`src/rtl/sfrl_pkg.sv`:
```
// Shared types, widths and the 8-bit LFSR word expansion for the sfrl arbiter.
package sfrl_pkg;

  localparam int SEED_W = 8;
  localparam int RND_W  = 32;
  localparam logic [SEED_W-1:0] SEED_ZERO_SUB = 8'h01;

  typedef enum logic [1:0] {IDLE, ISSUE, DONE} state_t;

  // An all-zero seed would lock the LFSR, so it is replaced on load.
  function automatic logic [SEED_W-1:0] seed_fix(input logic [SEED_W-1:0] s);
    return (s == '0) ? SEED_ZERO_SUB : s;
  endfunction

  function automatic logic [RND_W-1:0] lfsr_expand(input logic [SEED_W-1:0] seed);
    logic [SEED_W-1:0] s;
    logic [RND_W-1:0]  w;
    logic              fb;
    s = seed;
    w = '0;
    for (int unsigned i = 0; i < RND_W; i++) begin
      w[i] = s[0];
      fb   = s[0] ^ s[1];
      s    = {fb, s[SEED_W-1:1]};
    end
    return w;
  endfunction

endpackage

```
`src/rtl/sfrl_if.sv`:
```
// Requester-side bus of the sfrl arbiter: requests, seed configuration, acks and words.
interface sfrl_if #(
  parameter int NUM_REQ = 4
);
  import sfrl_pkg::*;

  logic [NUM_REQ-1:0] req;
  logic               seed_load;
  logic [SEED_W-1:0]  seed_in;
  logic [NUM_REQ-1:0] ack;
  logic               rnd_valid;
  logic [RND_W-1:0]   rnd_out;
  logic               busy;
  logic [SEED_W-1:0]  seed_cur;

  modport master (
    output req, seed_load, seed_in,
    input  ack, rnd_valid, rnd_out, busy, seed_cur
  );

  modport slave (
    input  req, seed_load, seed_in,
    output ack, rnd_valid, rnd_out, busy, seed_cur
  );

endinterface

```
`src/rtl/sfrl_gen32.sv`:
```
// Registered expansion of an 8-bit seed into a 32-bit LFSR word; captures when enabled.
module sfrl_gen32
  import sfrl_pkg::*;
(
  input  logic              clk,
  input  logic              en,
  input  logic [SEED_W-1:0] seed,
  output logic [RND_W-1:0]  word
);

  always_ff @(posedge clk) begin
    if (en) word <= lfsr_expand(seed);
  end

endmodule

```
`src/rtl/sfrl_arbiter.sv`:
```
// Round-robin sharing of one LFSR word generator among NUM_REQ requesters,
// with seed chaining after each delivery and deferred seed loads during service.
module sfrl_arbiter
  import sfrl_pkg::*;
#(
  parameter int              NUM_REQ    = 4,
  parameter logic [SEED_W-1:0] SEED_RESET = 8'hA5
) (
  input  logic   clk,
  input  logic   rst_n,
  sfrl_if.slave  bus
);

  localparam int IDX_W = (NUM_REQ > 1) ? $clog2(NUM_REQ) : 1;

  state_t             state;
  logic [IDX_W-1:0]   ptr;
  logic [IDX_W-1:0]   gnt_id;
  logic [IDX_W-1:0]   pick;
  logic [SEED_W-1:0]  seed;
  logic               pend;
  logic [SEED_W-1:0]  pend_val;
  logic [NUM_REQ-1:0] ack;
  logic               rnd_valid;
  logic               busy;
  logic [RND_W-1:0]   gen_word;

  function automatic logic [IDX_W-1:0] rr_pick(input logic [NUM_REQ-1:0] r,
                                               input logic [IDX_W-1:0]   p);
    int unsigned j;
    logic        found;
    logic [IDX_W-1:0] sel;
    found = 1'b0;
    sel   = p;
    for (int unsigned k = 1; k <= NUM_REQ; k++) begin
      j = (32'(p) + k) % NUM_REQ;
      if (!found && r[j]) begin
        found = 1'b1;
        sel   = IDX_W'(j);
      end
    end
    return sel;
  endfunction

  always_comb pick = rr_pick(bus.req, ptr);

  sfrl_gen32 u_gen (
    .clk  (clk),
    .en   (state == ISSUE),
    .seed (seed),
    .word (gen_word)
  );

  always_ff @(posedge clk or negedge rst_n) begin
    if (!rst_n) begin
      state     <= IDLE;
      ptr       <= IDX_W'(NUM_REQ - 1);
      gnt_id    <= '0;
      seed      <= SEED_RESET;
      pend      <= 1'b0;
      pend_val  <= '0;
      ack       <= '0;
      rnd_valid <= 1'b0;
      busy      <= 1'b0;
    end else begin
      ack       <= '0;
      rnd_valid <= 1'b0;
      case (state)
        IDLE: begin
          if (bus.seed_load) begin
            seed <= seed_fix(bus.seed_in);
            pend <= 1'b0;
          end else if (pend) begin
            seed <= pend_val;
            pend <= 1'b0;
          end else if (|bus.req) begin
            gnt_id <= pick;
            state  <= ISSUE;
            busy   <= 1'b1;
          end
        end
        ISSUE: begin
          ack[gnt_id] <= 1'b1;
          rnd_valid   <= 1'b1;
          state       <= DONE;
        end
        DONE: begin
          ptr   <= gnt_id;
          seed  <= gen_word[RND_W-1:RND_W-SEED_W];
          state <= IDLE;
          busy  <= 1'b0;
        end
        default: begin
          state <= IDLE;
          busy  <= 1'b0;
        end
      endcase
      // Loads during service are parked and applied in the following IDLE,
      // so they override the seed chained at the end of DONE.
      if (state != IDLE && bus.seed_load) begin
        pend     <= 1'b1;
        pend_val <= seed_fix(bus.seed_in);
      end
    end
  end

  assign bus.ack       = ack;
  assign bus.rnd_valid = rnd_valid;
  assign bus.rnd_out   = rnd_valid ? gen_word : '0;
  assign bus.busy      = busy;
  assign bus.seed_cur  = seed;

endmodule

```
`src/flat_wrapper.sv`:
```
// flat-port wrapper written by rule: the top's interface ports become plain ports
module sfrl_arbiter_flat import sfrl_pkg::*;
#(
  parameter int              NUM_REQ    = 4,
  parameter logic [SEED_W-1:0] SEED_RESET = 8'hA5
)
  (clk, rst_n, bus_req, bus_seed_load, bus_seed_in, bus_ack, bus_rnd_valid, bus_rnd_out, bus_busy, bus_seed_cur);
  sfrl_if #(.NUM_REQ(NUM_REQ)) bus_i ();
  input  logic clk;
  input  logic rst_n;
  input wire logic [$bits(bus_i.req)-1:0] bus_req;
  input wire logic [$bits(bus_i.seed_load)-1:0] bus_seed_load;
  input wire logic [$bits(bus_i.seed_in)-1:0] bus_seed_in;
  output wire logic [$bits(bus_i.ack)-1:0] bus_ack;
  output wire logic [$bits(bus_i.rnd_valid)-1:0] bus_rnd_valid;
  output wire logic [$bits(bus_i.rnd_out)-1:0] bus_rnd_out;
  output wire logic [$bits(bus_i.busy)-1:0] bus_busy;
  output wire logic [$bits(bus_i.seed_cur)-1:0] bus_seed_cur;
  assign bus_i.req = bus_req;
  assign bus_i.seed_load = bus_seed_load;
  assign bus_i.seed_in = bus_seed_in;
  assign bus_ack = bus_i.ack;
  assign bus_rnd_valid = bus_i.rnd_valid;
  assign bus_rnd_out = bus_i.rnd_out;
  assign bus_busy = bus_i.busy;
  assign bus_seed_cur = bus_i.seed_cur;
  sfrl_arbiter #(.NUM_REQ(NUM_REQ), .SEED_RESET(SEED_RESET)) u_core (.clk(clk), .rst_n(rst_n), .bus(bus_i));
endmodule
```
`config.mk`:
```
export PLATFORM = sky130hd
export DESIGN_NAME = sfrl_arbiter_flat
export DESIGN_NICKNAME = d
export VERILOG_FILES = /design/src/rtl/sfrl_pkg.sv /design/src/rtl/sfrl_if.sv /design/src/rtl/sfrl_gen32.sv /design/src/rtl/sfrl_arbiter.sv /design/src/flat_wrapper.sv
export SDC_FILE = /design/constraint.sdc
export NUM_CORES = 1
export LEC_CHECK = 0
export ABC_AREA = 0
export CORE_ASPECT_RATIO = 1.5
export CORE_MARGIN = 1
export CORE_UTILIZATION = 40
export DETAILED_ROUTE_END_ITERATION = 6
export PLACE_DENSITY = 0.68
export SETUP_SLACK_MARGIN = 0.02
export SYNTH_ARGS = -nofsm -noshare
export SYNTH_HDL_FRONTEND = slang
export SYNTH_SLANG_ARGS = --single-unit
```
`constraint.sdc`:
```
create_clock -name clk -period 4.2 [get_ports clk]
set_input_delay 0.84 -clock clk [delete_from_list [all_inputs] [get_ports clk]]
set_output_delay 0.84 -clock clk [all_outputs]
set_load 0.02 [all_outputs]
```
==> results of run 1 <==
==> power by group <==
part	leakage [uW]	internal [uW]	total [uW]	switching, uW
sequential	0.000646	1060	1340	273
clock	0.0000951	288	488	200
combinational	0.000698	580	1190	612
==> worst paths after layout <==
path,from,to,slack [ns],cells after the start
max in group asynchronous,rst_n,u_core.ptr[0],3.00,2
min reg2reg,u_core.pend_val[5],u_core.pend_val[5],0.50,1
max reg2reg,u_core.state[0],u_core.u_gen.word[14],2.35,1
max,u_core.bus.rnd_valid,bus_rnd_out[26],1.40,2
min,u_core.pend_val[5],u_core.pend_val[5],0.50,1
min in group asynchronous,rst_n,u_core.bus.rnd_valid,0.89,2
==> layout by cell type (no fill, tap or decap), types with 2 or more instances in the layout <==
| cell type | count |
|---|---|
| clkdlybuf4s50_1 | 60 |
| and2_1 | 32 |
| edfxtp_1 | 32 |
| o21ai_0 | 26 |
| dfrtp_1 | 23 |
| xor2_1 | 21 |
| nand2_1 | 11 |
| mux2_2 | 10 |
| clkbuf_8 | 10 |
| inv_1 | 8 |
| mux2i_1 | 8 |
| dfstp_2 | 6 |
| nor2_1 | 4 |
| nand2b_1 | 3 |
| nand3b_1 | 3 |
| clkbuf_1 | 3 |
| xor2_2 | 2 |
| xnor2_1 | 2 |
| nor3_1 | 2 |
| nor4_1 | 2 |
| o221ai_1 | 2 |
| nor2b_1 | 2 |
==> through the flow <==
| stage | setup slack [ns] | utilization (%) | hold WS (ns) | instance area, um^2 |
|---|---|---|---|---|
| after global placement | 1.51 | 50.6 | 0.465 | 3460 |
| after floorplan | 1.70 | - | 0.444 | 2830 |
| final | 1.40 | 53.3 | 0.501 | 3650 |
| after detailed placement | 1.41 | 50.6 | 0.492 | 3460 |
| after global routing | 1.23 | 53.3 | 0.510 | 3650 |
| after CTS | 1.32 | 53.3 | 0.505 | 3650 |
==> sequential cells by signal, indices dropped and copies added, names as in the netlist <==
| signal | flops |
|---|---|
| u_core.u_gen.word | 32 |
| u_core.bus.seed_cur | 8 |
| u_core.pend_val | 8 |
| u_core.bus.ack | 4 |
| u_core.gnt_id | 2 |
| u_core.ptr | 2 |
| u_core.state | 2 |
| u_core.bus.busy | 1 |
| u_core.bus.rnd_valid | 1 |
| u_core.pend | 1 |
==> layout make-up <==
cell class / count / area, um^2
Inverter: 8 / 30.0
Multi-Input combinational cell: 144 / 1030
Clock inverter: 3 / 38.8
Tap cell: 78 / 97.6
Clock buffer: 13 / 149
Fill cell: 607 / 3200
Sequential cell: 61 / 1690
Timing Repair Buffer: 61 / 608
==> layer usage <==
metal,share of wire [%],global-route usage (%),routed length (um),up-vias
met5,0,0,0,-
li1,-,-,-,902
met3,3.3,3.76,169,6
met1,42,17.1,2150,859
met4,1.3,7.29,68,0
met2,53,26.4,2680,45
==> cell families (layout without fill, tap and decap cells) <==
logic type | after synthesis | count (layout) | share of synthesized area [%]
AOI/OAI and AO/OA | 38 | 38 | 8.46
and+or+nand+nor | 63 | 63 | 12.8
buffers and inverters | 21 | 85 | 3.72
muxes | 18 | 18 | 6.82
DFF | 61 | 61 | 59.9
xor gates and xnor gates | 25 | 25 | 8.28
==> out/metrics.yaml, run 1 <==
grt_pass1_vias: 1812
ys_types: 36
track_usage_pct: 15.1
seq_area_frac_synth_pct: 59.9
violations: "design-rule violations"
dieHeight_um: 105
die_w_um: 70.6
max-cap-violations: 0
synth_fp_nets: 241
cts_setup_buffers: 0
final_cells: 368
dpl.hpwl_um: 3700
path_class: "reg -> out"
die_area_um2: 7410
total_power_uw: 3020
synth_warnings: 0
synth.cell_area_um2: 2830
worstSetupStartpointType: "flip-flop"
antenna_left: 0
relSlewSlack_pct: 36.6
cp-end-kind: "output pin"
slowest_stage: "dfrtp_1"
rsz0062_at_grt: "false"
critPathRequiredTime_ns: 3.36
drcViolationCount: 8
grt_pass1_wl_um: 8610
yosys.area.top_type_share_pct: 34.0
initial_core_util_pct: 41.3
synth_async_sr_flop_share_pct: 47.5
firstDrtPassIters: 6
cp_cell_sequence: "and2_1 > clkdlybuf4s50_1"
gp_congestion: 0.828
synth_area_leader_cell: "edfxtp_1"
drt_wl_total_um: 5060
outcome: "complete, but fails checks"
crit_fanout: 33
path_delay_family: "flip-flops"
skew_ns: 0.00795
syn_to_final_growth_pct: 29.2
overflow: 0
cts_buffers: 9
irDropWorstVdd_uv: 390
drive_above_1_share_pct: 11.7
cts_sinks: 61
worstHoldPathType: "reg -> reg"
crit_buf_inv: 1
clock.fmax_mhz: 357
vias: 1812
fp-row-count: 37
syn_inst: 226
insertion_delay_ns: 0.33
core_area_um2: 6850
powerDensity_nw_per_um2: 826
power_leakage_uw: 0.00144
clock_path_buffers: 2
arrival_ns: 1.96
cts_max_level: 3
io_pins: 61
ctsResizeCount: 0
synthTopCellsByArea: "edfxtp_1 (34%), dfrtp_1 (20%), and2_1 (7.1%)"
synth_common_cells: "and2_1 (32), edfxtp_1 (32), o21ai_0 (26)"
finalMaxSlewViolations: 0
synth_edf_count: 32
hold_viol_final: 0
synthFlopType: "edfxtp_1"
drt_iter0_markers: 91
worstMarginPinSlew_ns: 0.949
diodes: 0
min_period_ns: 2.80
syn_area_per_cell_um2: 12.5
setup_tns_ns: 0
slowest_delay_ns: 0.79
hold_buffers: 0
wl_per_cell_um: 13.8
clk_transition_reported_paths_ns: 0.06
grt_max_degree: 38
cts_tree: "done"
antenna_found_initial: 0
root_buffer: "clkbuf_8"
io_buffers: 60
nNetsFinal: 300
post-route-period-util_pct: 66.7
setup_violations: 0
synth-seq-cells: 61
drt-vias-per-instance: 4.92
placed_cells: 352
(Power assumes the default switching activity.)
==> run 2: changes to the inputs <==
--- a/config.mk
+++ b/config.mk
@@ -10,7 +10,7 @@
 export CORE_MARGIN = 1
 export CORE_UTILIZATION = 40
 export DETAILED_ROUTE_END_ITERATION = 6
-export PLACE_DENSITY = 0.68
+export PLACE_DENSITY = 0.71
 export SETUP_SLACK_MARGIN = 0.02
 export SYNTH_ARGS = -nofsm -noshare
 export SYNTH_HDL_FRONTEND = slang
==> constraint.sdc (replaced) <==
create_clock -name clk -period 2.46 [get_ports clk]
set_input_delay 0.492 -clock clk [delete_from_list [all_inputs] [get_ports clk]]
set_output_delay 0.492 -clock clk [all_outputs]
set_load 0.02 [all_outputs]
==> out/metrics.yaml, run 2 (synthesized netlist as in run 1, its figures left out) <==
fp-row-count: 37
die_w_um: 70.6
cts_sinks: 61
dpl.hpwl_um: 3880
outcome: "complete, but fails checks"
drt_wl_total_um: 5410
setup_violations: 0
hold_viol_final: 0
post-route-period-util_pct: 92.5
top_register: "u_core.u_gen.word"
fin_util_pct: 54.1
grt_pass1_vias: 1838
drt-vias-per-instance: 5.08
critPathRequiredTime_ns: 1.97
largest_register_ffs: 32
root_buffer: "clkbuf_8"
cts_buffers: 9
total_power_uw: 5300
irDropWorstVdd_uv: 689
cts_setup_buffers: 0
drt_iter0_markers: 156
cp_cell_sequence: "buf_4 > and2_1 > clkdlybuf4s50_1"
overflow: 0
cp-end-kind: "output pin"
grt_max_degree: 38
cts_tree: "done"
worstMarginPinSlew_ns: 0.449
powerDensity_nw_per_um2: 1430
nNetsFinal: 305
gp_congestion: 0.841
crit_fanout: 20
io_buffers: 60
slowest_stage: "clkdlybuf4s50_1"
dieHeight_um: 105
min_period_ns: 2.28
clock.fmax_mhz: 439
io_pins: 61
insertion_delay_ns: 0.33
skew_ns: 0.00706
diodes: 0
drive_above_1_share_pct: 13.6
wl_per_cell_um: 14.5
violations: "design-rule violations"
rsz0062_at_grt: "false"
max-cap-violations: 0
power_leakage_uw: 0.00147
drcViolationCount: 6
core_area_um2: 6850
hold_ws_ns: 0.487
finalMaxSlewViolations: 0
final_common_cell: "clkdlybuf4s50_1"
path_class: "reg -> out"
initial_core_util_pct: 41.3
antenna_left: 0
syn_to_final_growth_pct: 31.2
vias: 1896
relSlewSlack_pct: 69.3
firstDrtPassIters: 6
arrival_ns: 1.78
setup_tns_ns: 0
grt_pass1_wl_um: 9090
slowest_delay_ns: 0.59
worstSetupStartpointType: "flip-flop"
track_usage_pct: 16.2
worstHoldPathType: "reg -> reg"
antenna_found_initial: 0
die_area_um2: 7410
clk_transition_reported_paths_ns: 0.06
clock_path_buffers: 2
cts_max_level: 3
layout_common_cells: "clkdlybuf4s50_1 (60), and2_1 (32), edfxtp_1 (32), o21ai_0 (26), dfrtp_1 (22)"
-- run 2: changes by cell type in the layout (fill, tap and decap cells not counted) --
cell / before / now
buf_4: 1 / 6
bufinv_16: 1 / 2
clkbuf_1: 3 / 0
clkbuf_8: 10 / 9
clkinv_1: 1 / 4
dfrtp_1: 23 / 22
dfrtp_2: 0 / 1
-- run 2: repair_timing --
action,CTS,global route
gates resized for setup,0,1
endpoints found under the setup margin,0,19
hold buffers,0,0
-- run 2: layout make-up --
class | count | area, um^2
Clock buffer | 9 | 124
Clock inverter | 7 | 80.1
Fill cell | 590 | 3140
Inverter | 8 | 30.0
Multi-Input combinational cell | 144 | 1030
Sequential cell | 61 | 1700
Tap cell | 78 | 97.6
Timing Repair Buffer | 66 | 646
-- run 2: worst max-delay path: cells and delay by family (launching register included) --
family                 cells  cell delay, ns
buffers and inverters      2            0.82
DFF                        1            0.48
and+or+nand+nor            1            0.15
-- run 2: report_power, final --
part | leakage, uW | total [uW] | internal [uW] | switching, uW
Clock | 0.000103 | 926 | 555 | 371
Combinational | 0.000723 | 2130 | 1030 | 1110
Sequential | 0.000645 | 2240 | 1810 | 426
Total | 0.00147 | 5300 | 3390 | 1900
-- run 2: final timing paths --
check | start | to | slack (ns) | depth (start not counted)
min in group asynchronous | rst_n | u_core.bus.ack[2] | 0.54 | 2
min | u_core.pend_val[0] | u_core.pend_val[0] | 0.49 | 2
min reg2reg | u_core.pend_val[0] | u_core.pend_val[0] | 0.49 | 2
max reg2reg | u_core.state[0] | u_core.gnt_id[0] | 0.83 | 4
max in group asynchronous | rst_n | u_core.bus.seed_cur[5] | 1.60 | 2
max | u_core.bus.rnd_valid | bus_rnd_out[13] | 0.18 | 3
-- run 2: per-stage QoR --
step                      cells  instance area (um^2)  worst slack (ns)
final                       373                  3710             0.183
after CTS                   373                  3710            0.0395
after detailed placement    357                  3500             0.408
after global placement      357                  3500             0.428
after global routing        373                  3710            0.0484
after floorplan             226                  2830             0.622
-- run 2: per-layer routing --
| layer | wire [um] | vias up | global-route usage (%) |
|---|---|---|---|
| li1 | - | 911 | - |
| met1 | 2170 | 929 | 18.7 |
| met2 | 2970 | 50 | 28.2 |
| met3 | 194 | 6 | 4.73 |
| met4 | 78 | 0 | 6.00 |
| met5 | 0 | - | 0 |
==> run 3: changes to the inputs <==
--- a/config.mk
+++ b/config.mk
@@ -15,3 +15,4 @@
 export SYNTH_ARGS = -nofsm -noshare
 export SYNTH_HDL_FRONTEND = slang
 export SYNTH_SLANG_ARGS = --single-unit
+export TNS_END_PERCENT = 100
==> results of run 3 <==
Same layout as run 2: the final DEF is identical, and so are final timing and power.
